--- src/rtl/router_pkg.sv ---
// Shared types for the row-router sequencer.
package router_pkg;

  typedef enum logic [2:0] {
    IDLE, INIT, COORD, WSTALL, TCMP, DWAIT, DOUT, DONE
  } rseq_state_t;

endpackage

--- src/rtl/rseq_coord_gen.sv ---
// Index/coordinate counters for the sequencer: y fastest, then x, stepped by stride.
module rseq_coord_gen
  import router_pkg::*;
#(
  parameter int unsigned ROW_COUNT    = 4,
  parameter int unsigned ADDR_WIDTH   = 8,
  parameter int unsigned STRIDE_WIDTH = 4,
  localparam int unsigned ROW_W       = $clog2(ROW_COUNT)
) (
  input  logic                    i_clk,
  input  logic                    i_nrst,
  input  logic                    clr,
  input  logic                    load,
  input  logic                    batch_init,
  input  logic                    advance,
  input  logic [ADDR_WIDTH-1:0]   w,
  input  logic [ADDR_WIDTH-1:0]   h,
  input  logic [STRIDE_WIDTH-1:0] stride,
  output logic [ROW_W-1:0]        row_id,
  output logic [ADDR_WIDTH-1:0]   x,
  output logic [ADDR_WIDTH-1:0]   y,
  output logic                    row_last,
  output logic                    coord_last
);

  localparam logic [ADDR_WIDTH-1:0] A_ONE   = 1;
  localparam logic [ROW_W-1:0]      ROW_ONE = 1;
  localparam logic [ROW_W-1:0]      ROW_MAX = ROW_W'(ROW_COUNT - 1);

  logic [ADDR_WIDTH-1:0] ix, iy, w_m1, h_m1, step;

  assign w_m1       = w - A_ONE;
  assign h_m1       = h - A_ONE;
  assign step       = ADDR_WIDTH'(stride);
  assign row_last   = (row_id == ROW_MAX);
  assign coord_last = (ix == w_m1) && (iy == h_m1);

  // Wrap decisions use the index counters; x/y are running sums that may truncate.
  always_ff @(posedge i_clk or negedge i_nrst) begin
    if (!i_nrst) begin
      ix     <= '0;
      iy     <= '0;
      x      <= '0;
      y      <= '0;
      row_id <= '0;
    end else if (clr || load) begin
      ix     <= '0;
      iy     <= '0;
      x      <= '0;
      y      <= '0;
      row_id <= '0;
    end else begin
      if (batch_init)
        row_id <= '0;
      else if (advance)
        row_id <= row_id + ROW_ONE;
      if (advance) begin
        if (iy == h_m1) begin
          iy <= '0;
          y  <= '0;
          ix <= ix + A_ONE;
          x  <= x + step;
        end else begin
          iy <= iy + A_ONE;
          y  <= y + step;
        end
      end
    end
  end

endmodule

--- src/rtl/router_sequencer.sv ---
// Batch sequencer for the row-router array: issue coordinates, tile compare, data-out handshake.
// Optional stall-cycle counter enabled by defining ROUTER_SEQ_STALL_CNT_EN.
module router_sequencer
  import router_pkg::*;
#(
  parameter int unsigned ROW_COUNT    = 4,
  parameter int unsigned ADDR_WIDTH   = 8,
  parameter int unsigned STRIDE_WIDTH = 4,
  localparam int unsigned ROW_W       = $clog2(ROW_COUNT)
) (
  input  logic                    i_clk,
  input  logic                    i_nrst,
  input  logic                    i_clr,
  input  logic                    i_start,
  input  logic [ADDR_WIDTH-1:0]   i_o_w,
  input  logic [ADDR_WIDTH-1:0]   i_o_h,
  input  logic [STRIDE_WIDTH-1:0] i_stride,
  output logic                    o_coord_valid,
  input  logic                    i_route_ready,
  output logic [ROW_W-1:0]        o_row_id,
  output logic [ADDR_WIDTH-1:0]   o_o_x,
  output logic [ADDR_WIDTH-1:0]   o_o_y,
  output logic                    o_tile_read_en,
  output logic                    o_ac_en,
  input  logic                    i_addr_empty,
  output logic                    o_data_valid,
  input  logic                    i_data_ready,
  output logic                    o_pop_en,
  input  logic                    i_data_empty,
  output logic                    o_batch_clr,
  output logic                    o_busy,
  output logic                    o_done
`ifdef ROUTER_SEQ_STALL_CNT_EN
  ,
  output logic [31:0]             o_stall_cycles
`endif
);

  rseq_state_t               state;
  logic [ADDR_WIDTH-1:0]     w_q, h_q;
  logic [STRIDE_WIDTH-1:0]   stride_q;
  logic                      last_q, tile_en, start_ok, transfer, row_last, coord_last;

  assign start_ok       = ((state == IDLE) || (state == DONE)) && i_start;
  assign transfer       = o_coord_valid && i_route_ready;
  assign o_tile_read_en = tile_en;
  assign o_ac_en        = tile_en;

  rseq_coord_gen #(
    .ROW_COUNT   (ROW_COUNT),
    .ADDR_WIDTH  (ADDR_WIDTH),
    .STRIDE_WIDTH(STRIDE_WIDTH)
  ) u_coord (
    .i_clk     (i_clk),
    .i_nrst    (i_nrst),
    .clr       (i_clr),
    .load      (start_ok),
    .batch_init(state == INIT),
    .advance   (transfer),
    .w         (w_q),
    .h         (h_q),
    .stride    (stride_q),
    .row_id    (o_row_id),
    .x         (o_o_x),
    .y         (o_o_y),
    .row_last  (row_last),
    .coord_last(coord_last)
  );

  // Outputs are set together with the state they belong to, so they stay registered.
  always_ff @(posedge i_clk or negedge i_nrst) begin
    if (!i_nrst) begin
      state <= IDLE;
      {w_q, h_q, stride_q, last_q} <= '0;
      {o_coord_valid, tile_en, o_data_valid, o_pop_en, o_batch_clr, o_busy, o_done} <= '0;
    end else if (i_clr) begin
      state <= IDLE;
      {w_q, h_q, stride_q, last_q} <= '0;
      {o_coord_valid, tile_en, o_data_valid, o_pop_en, o_batch_clr, o_busy, o_done} <= '0;
    end else begin
      o_batch_clr <= 1'b0;
      case (state)
        IDLE, DONE: if (i_start) begin
          state    <= INIT;
          w_q      <= i_o_w;
          h_q      <= i_o_h;
          stride_q <= i_stride;
          last_q   <= 1'b0;
          o_busy   <= 1'b1;
          o_done   <= 1'b0;
        end
        INIT: if ((w_q == '0) || (h_q == '0)) begin
          state  <= DONE;
          o_busy <= 1'b0;
          o_done <= 1'b1;
        end else begin
          state         <= COORD;
          o_coord_valid <= 1'b1;
        end
        COORD: if (transfer && (row_last || coord_last)) begin
          state         <= WSTALL;
          o_coord_valid <= 1'b0;
          last_q        <= coord_last;
        end
        WSTALL: begin
          state   <= TCMP;
          tile_en <= 1'b1;
        end
        TCMP: if (i_addr_empty) begin
          state        <= DWAIT;
          tile_en      <= 1'b0;
          o_data_valid <= 1'b1;
        end
        DWAIT: if (i_data_ready) begin
          state        <= DOUT;
          o_data_valid <= 1'b0;
          o_pop_en     <= 1'b1;
        end
        DOUT: if (i_data_empty) begin
          o_pop_en    <= 1'b0;
          o_batch_clr <= 1'b1;
          if (last_q) begin
            state  <= DONE;
            o_busy <= 1'b0;
            o_done <= 1'b1;
          end else begin
            state <= INIT;
          end
        end
        default: state <= IDLE;
      endcase
    end
  end

`ifdef ROUTER_SEQ_STALL_CNT_EN
  always_ff @(posedge i_clk or negedge i_nrst) begin
    if (!i_nrst)
      o_stall_cycles <= '0;
    else if (i_clr || start_ok)
      o_stall_cycles <= '0;
    else if ((((state == COORD) && !i_route_ready) || ((state == DWAIT) && !i_data_ready))
             && (o_stall_cycles != '1))
      o_stall_cycles <= o_stall_cycles + 32'd1;
  end
`endif

endmodule

--- config.mk ---
export PLATFORM = sky130hd
export DESIGN_NAME = router_sequencer
export DESIGN_NICKNAME = d
export VERILOG_FILES = /design/src/rtl/router_pkg.sv /design/src/rtl/rseq_coord_gen.sv /design/src/rtl/router_sequencer.sv
export SDC_FILE = /design/constraint.sdc
export NUM_CORES = 1
export LEC_CHECK = 0
export ABC_CLOCK_PERIOD_IN_PS = 4700
export BUFFER_PORTS_ARGS = -buffer_cell sky130_fd_sc_hd__buf_2
export CORE_AREA = 5 5 91 93
export DETAILED_ROUTE_END_ITERATION = 7
export DIE_AREA = 0 0 96 98
export HOLD_SLACK_MARGIN = 0.02
export PLACE_DENSITY = 0.8
export SLEW_MARGIN = 20
export SYNTH_ARGS = -nofsm -noshare
export SYNTH_HDL_FRONTEND = slang
export SYNTH_HIERARCHICAL = 1
export SYNTH_SLANG_ARGS = --single-unit
--- constraint.sdc ---
create_clock -name i_clk -period 4.7 [get_ports i_clk]
set_input_delay 0.47 -clock i_clk [delete_from_list [all_inputs] [get_ports i_clk]]
set_output_delay 0.47 -clock i_clk [all_outputs]
set_load 0.01 [all_outputs]
==> results.json, run 1 <==
{
  "run_status": "finished clean",
  "final-max-slew-violation-count": 0,
  "antenna_cells_inserted": 0,
  "ys.flop_type": "dfrtp_1",
  "antenna_found_initial": 0,
  "gr-usage-met3_pct": 4.55,
  "worstReg2RegEnd": "last_q",
  "insertion_delay_ns": 0.36,
  "drt_iter0_drc": 237,
  "setup_viol": 0,
  "cts.clk_slew.worst_paths_ns": 0.08,
  "r2r_start": "h_q[0]",
  "synth-seq-area-share_pct": 38.3,
  "gr-max-usage-layer": "met2",
  "grt.met1_usage_pct": 29.3,
  "async_set_reset_flop_share_out_of_synthesis_pct": 100,
  "final_antenna_net_count": 0,
  "detailedPlacementHpwl_um": 6770,
  "reg2reg_depth": 13,
  "die_height_um": 98,
  "top_achievable_clock_speed_mhz": 280,
  "combinationalPowerShare_pct": 35.9,
  "worst-slew-pin-transition_ns": 0.834,
  "leading_cell_type_in_the_layout_fill_and_taps_excluded": "nand2_1",
  "pwr-share-clk_pct": 28.8,
  "min_period_over_period_pct": 75.9,
  "place.port_buffers": 53,
  "floorplan.io_pins": 54,
  "rsz0062_at_grt": "false",
  "dpl.cell_count": 599,
  "grt_overflow": 0,
  "detail_route.drc_violations": 0,
  "syn-mean-instance-area_um2": 9.14,
  "critical-path-max-stage-delay_ns": 0.45,
  "worst_ir_drop_vdd_mv": 0.423,
  "timing.critical_path.buf_inv": 2,
  "synth-seq-cells": 65,
  "maximum_number_of_pins_on_one_net_before_global_route_repair": 66,
  "finalSetupTns_ns": 0,
  "synthesis.area_um2": 4250,
  "timing.clock.skew_ns": 0.0123,
  "cts_max_level": 3,
  "cts.root.buffer_cell": "clkbuf_8",
  "postCtsSetupRepairBufs": 0,
  "cp_data_required_time_ns": 4.94,
  "cts_resized": 0,
  "synth_enable_flop_cells": 0,
  "avgRoutedWirePerCell_um": 16.2,
  "cts_num_sinks": 65,
  "wl_um": 9950,
  "holdBufCountCts": 0,
  "grtUsageMet2_pct": 37.5,
  "synth_warnings": 6,
  "leakage_power_nw": 2.15,
  "power.net_switching_w": 0.000815,
  "cp_top_family": "simple AND/OR/NAND/NOR gates",
  "first_pass_grt_wire_length_um": 16900,
  "internal_power_w": 0.00127,
  "vias": 3673,
  "sw_frac_of_total_pct": 39.0,
  "flow.area_growth_from_synthesis_pct": 12.3,
  "criticalPathCategory": "flop to flop",
  "max_cap_viol_count": 0,
  "critical-path-top-cell-by-count": "o211ai_1",
  "die_x_um": 96,
  "routabilityCongestion": 0.907,
  "setup.worst_path.start_class": "flop",
  "die-area_um2": 9410,
  "first_global_vias": 3637,
  "drive_gt1_share_pct": 18.9,
  "grt_use_total_pct": 22.6,
  "layout.cells.most_common_list": "nand2_1, dfrtp_1, buf_2",
  "power_density_nw_per_um2": 438,
  "cts-buffers-inserted": 9,
  "number_of_distinct_library_cell_variants_in_the_gate_level_netlist_after_synthesis": 65,
  "timing.reg2reg.setup_slack_ns": 1.13,
  "power.sequential.fraction_pct": 35.3,
  "layout.cells.non_filler": 615,
  "timing.final.hold_violations": 0,
  "path_max_fanout": 14,
  "fin_nets": 551,
  "post_synth_inst_count": 465,
  "placementRows": 32,
  "timing.critical_path.slowest_stage_cell": "dfrtp_1",
  "worstPathCellList": "inv_1, ha_1, or3b_1, nor4_1, o211ai_1, buf_4, a211o_1, nor4b_2, o211a_1, mux2i_1, or3_1, o211ai_1, mux2_1",
  "postSynthNetCount": 508,
  "path_category_of_the_worst_min_delay_check": "input port to async pin",
  "viasPerCell": 5.97,
  "max-clock-path-buffers": 2,
  "tritoncts": "yes",
  "critical_path_arrival_ns": 3.80,
  "detailedRoute.firstPassIterationCount": 4,
  "core_region_area_um2": 7450,
  "floorplan.initialDensity_pct": 57.0,
  "period_minus_slack_ns": 3.57,
  "setup.worst_path.end_class": "flop",
  "slew_headroom_pct": 44.4
}
## synthesized netlist by cell type, types with 13 or more instances
cell type / count / area, um2
nand2_1: 86 / 323
dfrtp_1: 65 / 1630
a21oi_1: 30 / 150
nor2_1: 20 / 75.1
mux2i_1: 19 / 190
nor3_1: 16 / 80.1
o21ai_0: 15 / 75.1
or3_1: 15 / 93.8
xnor2_1: 15 / 131
xor2_1: 14 / 123
ha_1: 13 / 163
nand3_1: 13 / 65.1
## flip-flops by register name, indices dropped and copies added (netlist names)
register	cells
w_q	8
u_coord/iy	8
o_pop_en	1
o_ac_en	1
stride_q	4
state	3
last_q	1
o_coord_valid	1
o_data_valid	1
u_coord/y	8
u_coord/row_id	2
o_busy	1
u_coord/x	8
h_q	8
o_done	1
o_batch_clr	1
u_coord/ix	8
## power by group through the flow
| stage | logic (W) | registers, W | clock network [W] |
|---|---|---|---|
| after detailed placement | 0.000741 | 0.000744 | 0 |
| after floorplan | 0.000656 | 0.000700 | 0 |
| after global placement | 0.000714 | 0.000739 | 0 |
| after global routing | 0.000835 | 0.000750 | 0.000641 |
| after CTS | 0.000748 | 0.000734 | 0.000608 |
| final | 0.000751 | 0.000737 | 0.000601 |
## metrics by stage
step	total power [W]	worst slack (ns)	util (%)	hold WS (ns)	cell area, um2
5_1_grt	0.00223	0.848	64.0	0.341	4770
6_report	0.00209	1.13	64.0	0.290	4770
3_5_place_dp	0.00149	1.19	60.7	0.507	4520
3_3_place_gp	0.00145	1.36	60.7	0.499	4520
2_1_floorplan	0.00136	1.43	-	0.174	4250
4_1_cts	0.00209	1.15	64.0	0.325	4770
## metal layers
layer	share of wire, %	wire (um)
met1	42	4180
met2	51	5040
met3	6.2	616
met4	1.1	114
met5	0	0
## worst max-delay path by stage
stage           start     end  slack (ns)  cells past startpoint
5_1_grt        h_q[0]  last_q        0.85                     13
4_1_cts        h_q[0]  last_q        1.15                     13
2_1_floorplan  h_q[0]  last_q        1.43                     13
3_3_place_gp   h_q[0]  last_q        1.36                     13
3_5_place_dp   h_q[0]  last_q        1.19                     13
6_report       h_q[0]  last_q        1.13                     13
## area by class of cell
type / instances / area, um2
clock buffer: 10 / 138
clock inverter: 6 / 115
fill: 654 / 2680
inverter: 10 / 37.5
multi-input combinational: 363 / 2410
sequential: 65 / 1630
tap: 102 / 128
timing repair buffer: 59 / 310
## logic make-up (layout without fill, tap and decap cells)
logic type / after synthesis / in the layout / share of synthesized area, %
flops: 65 / 65 / 38.3
buf+inv: 37 / 85 / 4.86
compound gates: 100 / 100 / 17.8
fa+ha+maj: 15 / 15 / 4.77
mux: 21 / 21 / 5.10
simple gates: 198 / 198 / 23.2
xor+xnor: 29 / 29 / 5.98
Power figures use the tool's default switching activity.
==> run 2: changes to the inputs <==
--- a/config.mk
+++ b/config.mk
@@ -5,7 +5,7 @@
 export SDC_FILE = /design/constraint.sdc
 export NUM_CORES = 1
 export LEC_CHECK = 0
-export ABC_CLOCK_PERIOD_IN_PS = 4700
+export ABC_CLOCK_PERIOD_IN_PS = 3500
 export BUFFER_PORTS_ARGS = -buffer_cell sky130_fd_sc_hd__buf_2
 export CORE_AREA = 5 5 91 93
 export DETAILED_ROUTE_END_ITERATION = 7
==> constraint.sdc (replaced) <==
create_clock -name i_clk -period 3.5 [get_ports i_clk]
set_input_delay 0.35 -clock i_clk [delete_from_list [all_inputs] [get_ports i_clk]]
set_output_delay 0.35 -clock i_clk [all_outputs]
set_load 0.01 [all_outputs]
==> results.json, run 2 (same netlist as run 1, synthesis figures left out) <==
{
  "run_status": "finished clean",
  "reg2reg_depth": 12,
  "min_from": "i_stride[1]",
  "drive_gt1_share_pct": 19.3,
  "utilization_pct": 63.8,
  "combinationalPowerShare_pct": 38.9,
  "vias": 3667,
  "criticalPathCategory": "flop to flop",
  "max_cap_viol_count": 0,
  "finalSetupTns_ns": 0,
  "final_antenna_net_count": 0,
  "insertion_delay_ns": 0.34,
  "fin_nets": 556,
  "worst-slew-pin-transition_ns": 0.692,
  "first_global_vias": 3630,
  "routabilityCongestion": 0.897,
  "postCtsSetupRepairBufs": 0,
  "detailedRoute.firstPassIterationCount": 4,
  "setup.worst_path.end_class": "flop",
  "critical_path_arrival_ns": 3.45,
  "die_x_um": 96,
  "tritoncts": "yes",
  "setup_crit_start": "h_q[0]",
  "die_height_um": 98,
  "sw_frac_of_total_pct": 40.4,
  "rsz0062_at_grt": "false",
  "r2r_start": "h_q[0]",
  "min_period_over_period_pct": 92.3,
  "first_pass_grt_wire_length_um": 16800,
  "flow.area_growth_from_synthesis_pct": 11.9,
  "finalWorstSetupSlack_ns": 0.269,
  "cp_data_required_time_ns": 3.72,
  "detail_route.drc_violations": 0,
  "wl_um": 9950,
  "maximum_number_of_pins_on_one_net_before_global_route_repair": 45,
  "antenna_found_initial": 0,
  "setup.worst_path.start_class": "flop",
  "final.fill_count": 651,
  "path_max_fanout": 6,
  "cts.root.buffer_cell": "clkbuf_8",
  "critical-path-max-stage-delay_ns": 0.45,
  "cts-buffers-inserted": 9,
  "antenna_cells_inserted": 0,
  "viasPerCell": 5.91,
  "final-max-slew-violation-count": 0,
  "cts_num_sinks": 65,
  "critical-path-top-cell-by-count": "o211ai_1",
  "detailedPlacementHpwl_um": 7010,
  "timing.clock.skew_ns": 0.00891,
  "timing.reg2reg.setup_slack_ns": 0.27,
  "cts_max_level": 3,
  "core_region_area_um2": 7450,
  "post-place-ws_ns": 0.253,
  "max-clock-path-buffers": 2,
  "setup_viol": 0,
  "worstPathCellList": "inv_1, ha_1, or3b_1, nor4_1, o211ai_1, a211o_1, nor4b_2, o211a_1, mux2i_1, or3_1, o211ai_1, mux2_1",
  "leakage_power_nw": 2.15,
  "placed_cell_area_um2": 4550,
  "cts.clk_slew.worst_paths_ns": 0.07,
  "timing.critical_path.slowest_stage_cell": "dfrtp_1",
  "avgRoutedWirePerCell_um": 16.0,
  "power_density_nw_per_um2": 560,
  "worst_ir_drop_vdd_mv": 0.385,
  "place.port_buffers": 53,
  "drt_iter0_drc": 221,
  "path_category_of_the_worst_min_delay_check": "input port to flop",
  "floorplan.io_pins": 54,
  "placementRows": 32,
  "power.sequential.fraction_pct": 37.0,
  "pwr-share-clk_pct": 24.1,
  "power.net_switching_w": 0.00108,
  "die-area_um2": 9410,
  "period_minus_slack_ns": 3.23,
  "timing.hold.worst_path_depth": 3,
  "layout.cell_area.non_filler_um2": 4750,
  "grt_use_total_pct": 22.2,
  "leading_cell_type_in_the_layout_fill_and_taps_excluded": "nand2_1",
  "cts_resized": 0,
  "floorplan.initialDensity_pct": 57.0,
  "top_achievable_clock_speed_mhz": 309,
  "timing.final.hold_violations": 0,
  "slew_headroom_pct": 53.9,
  "grt_overflow": 0,
  "layout.cells.most_common_list": "nand2_1, dfrtp_1, buf_2",
  "internal_power_w": 0.00159
}
-- run 2: changes by cell type in the layout (fill, tap and decap cells not counted) --
cell           change
dlygate4sd3_1      +1
bufinv_16          -2
clkinv_4           -2
clkinv_2           +2
clkinvlp_4         +1
buf_4              +4
clkbuf_1           +1
-- run 2: path summary, 6_finish.rpt --
kind / endpoint
max in group asynchronous: u_coord/iy[4]
min in group asynchronous: stride_q[1]
setup reg to reg: last_q
setup / recovery: last_q
hold reg to reg: o_done
hold / removal: stride_q[1]
-- run 2: power by group through the flow --
stage / sequential (W) / clock (W) / combinational [W]
finish: 0.000985 / 0.000642 / 0.00104
global route: 0.00101 / 0.000684 / 0.00115
CTS: 0.000984 / 0.000651 / 0.00103
detailed placement: 0.000998 / 0 / 0.00103
global placement: 0.000994 / 0 / 0.000994
floorplan: 0.000940 / 0 / 0.000881
-- run 2: worst max-delay path, delay by kind of cell (launching register included) --
kind                     cells  cell delay (ns)
AO/OA/AOI/OAI                4             0.82
multiplexers                 2             0.41
AND/OR/NAND/NOR              4             1.17
flip-flops                   1             0.45
buffers and inverters        1             0.08
adder cells (fa/ha/maj)      1             0.18
-- run 2: what timing repair did --
action,4_1_cts,5_1_grt
hold endpoints to repair,21,0
setup endpoints to repair,0,1
hold buffers,1,0
-- run 2: stage by stage --
stage / total power (W) / hold slack (ns) / instances
after floorplan: 0.00182 / 0.0544 / 465
after global placement: 0.00199 / 0.339 / 603
after detailed placement: 0.00203 / 0.348 / 603
after CTS: 0.00267 / 0.227 / 620
after global routing: 0.00284 / 0.243 / 620
final: 0.00266 / 0.239 / 620
-- run 2: area by class of cell --
cell class              instances  area (um2)  share of cell area, %
multi-input cells             363        2410                   50.8
flip-flops and latches         65        1630                   34.2
repair buffers                 64         350                   7.37
clock buffers                  11         141                   2.97
well taps                     102         128                   2.68
clock inverters                 5        55.1                   1.16
inverters                      10        37.5                  0.790
-- run 2: routing by layer --
layer / track usage, % / up-vias / routed length, um
li1: - / 1781 / -
met1: 28.6 / 1774 / 4410
met2: 37.9 / 99 / 4950
met3: 2.85 / 13 / 446
met4: 7.22 / 0 / 139
met5: 0 / - / 0
==> run 3: changes to the inputs <==
--- a/config.mk
+++ b/config.mk
@@ -5,13 +5,13 @@
 export SDC_FILE = /design/constraint.sdc
 export NUM_CORES = 1
 export LEC_CHECK = 0
-export ABC_CLOCK_PERIOD_IN_PS = 3500
+export ABC_CLOCK_PERIOD_IN_PS = 2770
 export BUFFER_PORTS_ARGS = -buffer_cell sky130_fd_sc_hd__buf_2
-export CORE_AREA = 5 5 91 93
+export CORE_AREA = 5 5 96 98
 export DETAILED_ROUTE_END_ITERATION = 7
-export DIE_AREA = 0 0 96 98
+export DIE_AREA = 0 0 101 103
 export HOLD_SLACK_MARGIN = 0.02
-export PLACE_DENSITY = 0.8
+export PLACE_DENSITY = 0.75
 export SLEW_MARGIN = 20
 export SYNTH_ARGS = -nofsm -noshare
 export SYNTH_HDL_FRONTEND = slang
==> constraint.sdc (replaced) <==
create_clock -name i_clk -period 2.77 [get_ports i_clk]
set_input_delay 0.277 -clock i_clk [delete_from_list [all_inputs] [get_ports i_clk]]
set_output_delay 0.277 -clock i_clk [all_outputs]
set_load 0.01 [all_outputs]
==> results.json, run 3 (same netlist as run 1, synthesis figures left out) <==
{
  "run_status": "complete, but fails checks",
  "violations_in_the_final_reports": "setup timing",
  "reg2reg_depth": 12,
  "period_minus_slack_ns": 3.05,
  "flow.area_growth_from_synthesis_pct": 19.2,
  "utilization_pct": 60.4,
  "criticalPathCategory": "flop to flop",
  "top_achievable_clock_speed_mhz": 327,
  "antenna_found_initial": 0,
  "floorplan.io_pins": 54,
  "fin_hold_ws_ns": 0.152,
  "core_region_area_um2": 8380,
  "timing.clock.skew_ns": 0.00938,
  "cts-buffers-inserted": 9,
  "finalSetupTns_ns": -0.324,
  "power_density_nw_per_um2": 726,
  "fin_nets": 587,
  "critical-path-max-stage-delay_ns": 0.40,
  "place.port_buffers": 53,
  "die_x_um": 101,
  "die-area_um2": 10400,
  "avgRoutedWirePerCell_um": 16.1,
  "cts_num_sinks": 65,
  "critical-path-top-cell-by-count": "o211ai_1",
  "setup.worst_path.end_class": "flop",
  "cts.clk_slew.worst_paths_ns": 0.08,
  "detailedPlacementHpwl_um": 7700,
  "insertion_delay_ns": 0.35,
  "max-clock-path-buffers": 2,
  "worstPathCellList": "inv_1, ha_2, or3b_4, nor4_2, o211ai_1, a211o_1, nor4b_2, o211a_1, mux2i_1, or3_1, o211ai_1, mux2_4",
  "worst-slew-pin-transition_ns": 0.535,
  "setup.worst_path.start_class": "flop",
  "cp_top_family": "simple AND/OR/NAND/NOR gates",
  "finalWorstSetupSlack_ns": -0.285,
  "multi_input_gate_area_in_the_final_layout_um2": 2460,
  "floorplan.initialDensity_pct": 50.7,
  "routabilityCongestion": 0.938,
  "rsz0062_at_grt": "true",
  "timing.critical_path.slowest_stage_cell": "dfrtp_1",
  "timing.final.hold_violations": 0,
  "final.fill_count": 725,
  "setup_viol": 2,
  "timing.reg2reg.setup_slack_ns": -0.28,
  "final_antenna_net_count": 0,
  "first_pass_grt_wire_length_um": 17600,
  "worstSetupPathDepth": 12,
  "max_cap_viol_count": 0,
  "timing.critical_path.buf_inv": 1,
  "worst_ir_drop_vdd_mv": 0.573,
  "final-max-slew-violation-count": 0,
  "antenna_cells_inserted": 0,
  "grt_use_total_pct": 21.1,
  "setup_crit_start": "h_q[1]",
  "final-seq-area_um2": 1630,
  "leakage_power_nw": 2.32,
  "layout.cells.most_common_list": "nand2_1, dfrtp_1, buf_2",
  "drive_gt1_share_pct": 25.7,
  "tritoncts": "yes",
  "path_category_of_the_worst_min_delay_check": "input port to flop",
  "grt_overflow": 0,
  "first_global_vias": 3808,
  "wl_um": 10600,
  "cts.root.buffer_cell": "clkbuf_8",
  "die_height_um": 103,
  "detailedRoute.firstPassIterationCount": 4,
  "maximum_number_of_pins_on_one_net_before_global_route_repair": 33,
  "drt_iter0_drc": 210,
  "cp_data_required_time_ns": 3.01,
  "slew_headroom_pct": 63.4,
  "detail_route.drc_violations": 0,
  "path_max_fanout": 3,
  "critical_path_arrival_ns": 3.29,
  "placementRows": 34,
  "crit_end": "last_q",
  "leading_cell_type_in_the_layout_fill_and_taps_excluded": "nand2_1",
  "r2r_start": "h_q[1]",
  "min_period_over_period_pct": 110,
  "viasPerCell": 5.78,
  "vias": 3798,
  "worstReg2RegEnd": "last_q",
  "cts_max_level": 3
}
run 3: cell types whose count changed in the layout (fill, tap and decap cells not counted), sizes merged:
cell / previous run / this run
bufinv: 1 / 2
buf: 63 / 94
clkbuf: 11 / 10
run 3: repair_timing:
action / 4_1_cts / 5_1_grt
endpoints found under the hold margin: 22 / 0
setup endpoints to repair: 4 / 4
pin swaps: 2 / 3
buffers inserted: 2 / 1
gates resized for setup: 4 / 9
hold buffers: 1 / 0
run 3: power breakdown:
| group | switching (W) | internal (W) | total, W | leakage (nW) |
|---|---|---|---|---|
| Combinational | 0.000946 | 0.000655 | 0.00160 | 1.32 |
| Clock | 0.000394 | 0.000510 | 0.000904 | 0.103 |
| Sequential | 0.000114 | 0.00105 | 0.00117 | 0.896 |
| Total | 0.00145 | 0.00222 | 0.00367 | 2.32 |
run 3: layer usage:
layer	wire, um	global-route usage, %	share of wire (%)
met1	4610	26.4	43
met4	165	7.36	1.6
met3	487	4.47	4.6
met2	5340	36.3	50
met5	0	0	0
run 3: worst reg2reg max path: stages, from the launching register on:
cell and delay, ns:
dfrtp_1 0.40, inv_1 0.07, ha_2 0.18, or3b_4 0.40, nor4_2 0.14, o211ai_1 0.16, a211o_1 0.30, nor4b_2 0.28
o211a_1 0.19, mux2i_1 0.06, or3_1 0.31, o211ai_1 0.12, mux2_4 0.32
run 3: cell type report:
cell class                 instances  area share, %
tap                              108           2.67
inverter                          10          0.741
sequential                        65           32.1
clock buffer                      10           2.52
timing repair buffer              95           11.5
clock inverter                     6           1.83
multi-input combinational        363           48.6
run 3: how the worst min path moves through the flow:
stage,startpoint,end,cells after the start
floorplan,i_nrst,h_q[0],0
global placement,i_nrst,stride_q[1],1
detailed placement,i_nrst,stride_q[0],1
CTS,i_o_h[6],h_q[6],3
global route,i_stride[1],stride_q[1],3
finish,i_o_w[2],w_q[2],3
run 3: through the flow:
| stage | area (um2) | std cells | power [W] | worst slack [ns] |
|---|---|---|---|---|
| floorplan | 4250 | 465 | 0.00230 | -0.417 |
| global placement | 4760 | 637 | 0.00265 | -0.154 |
| detailed placement | 4760 | 637 | 0.00271 | -0.381 |
| CTS | 5030 | 656 | 0.00365 | -0.288 |
| global route | 5060 | 657 | 0.00391 | -0.427 |
| finish | 5060 | 657 | 0.00367 | -0.285 |
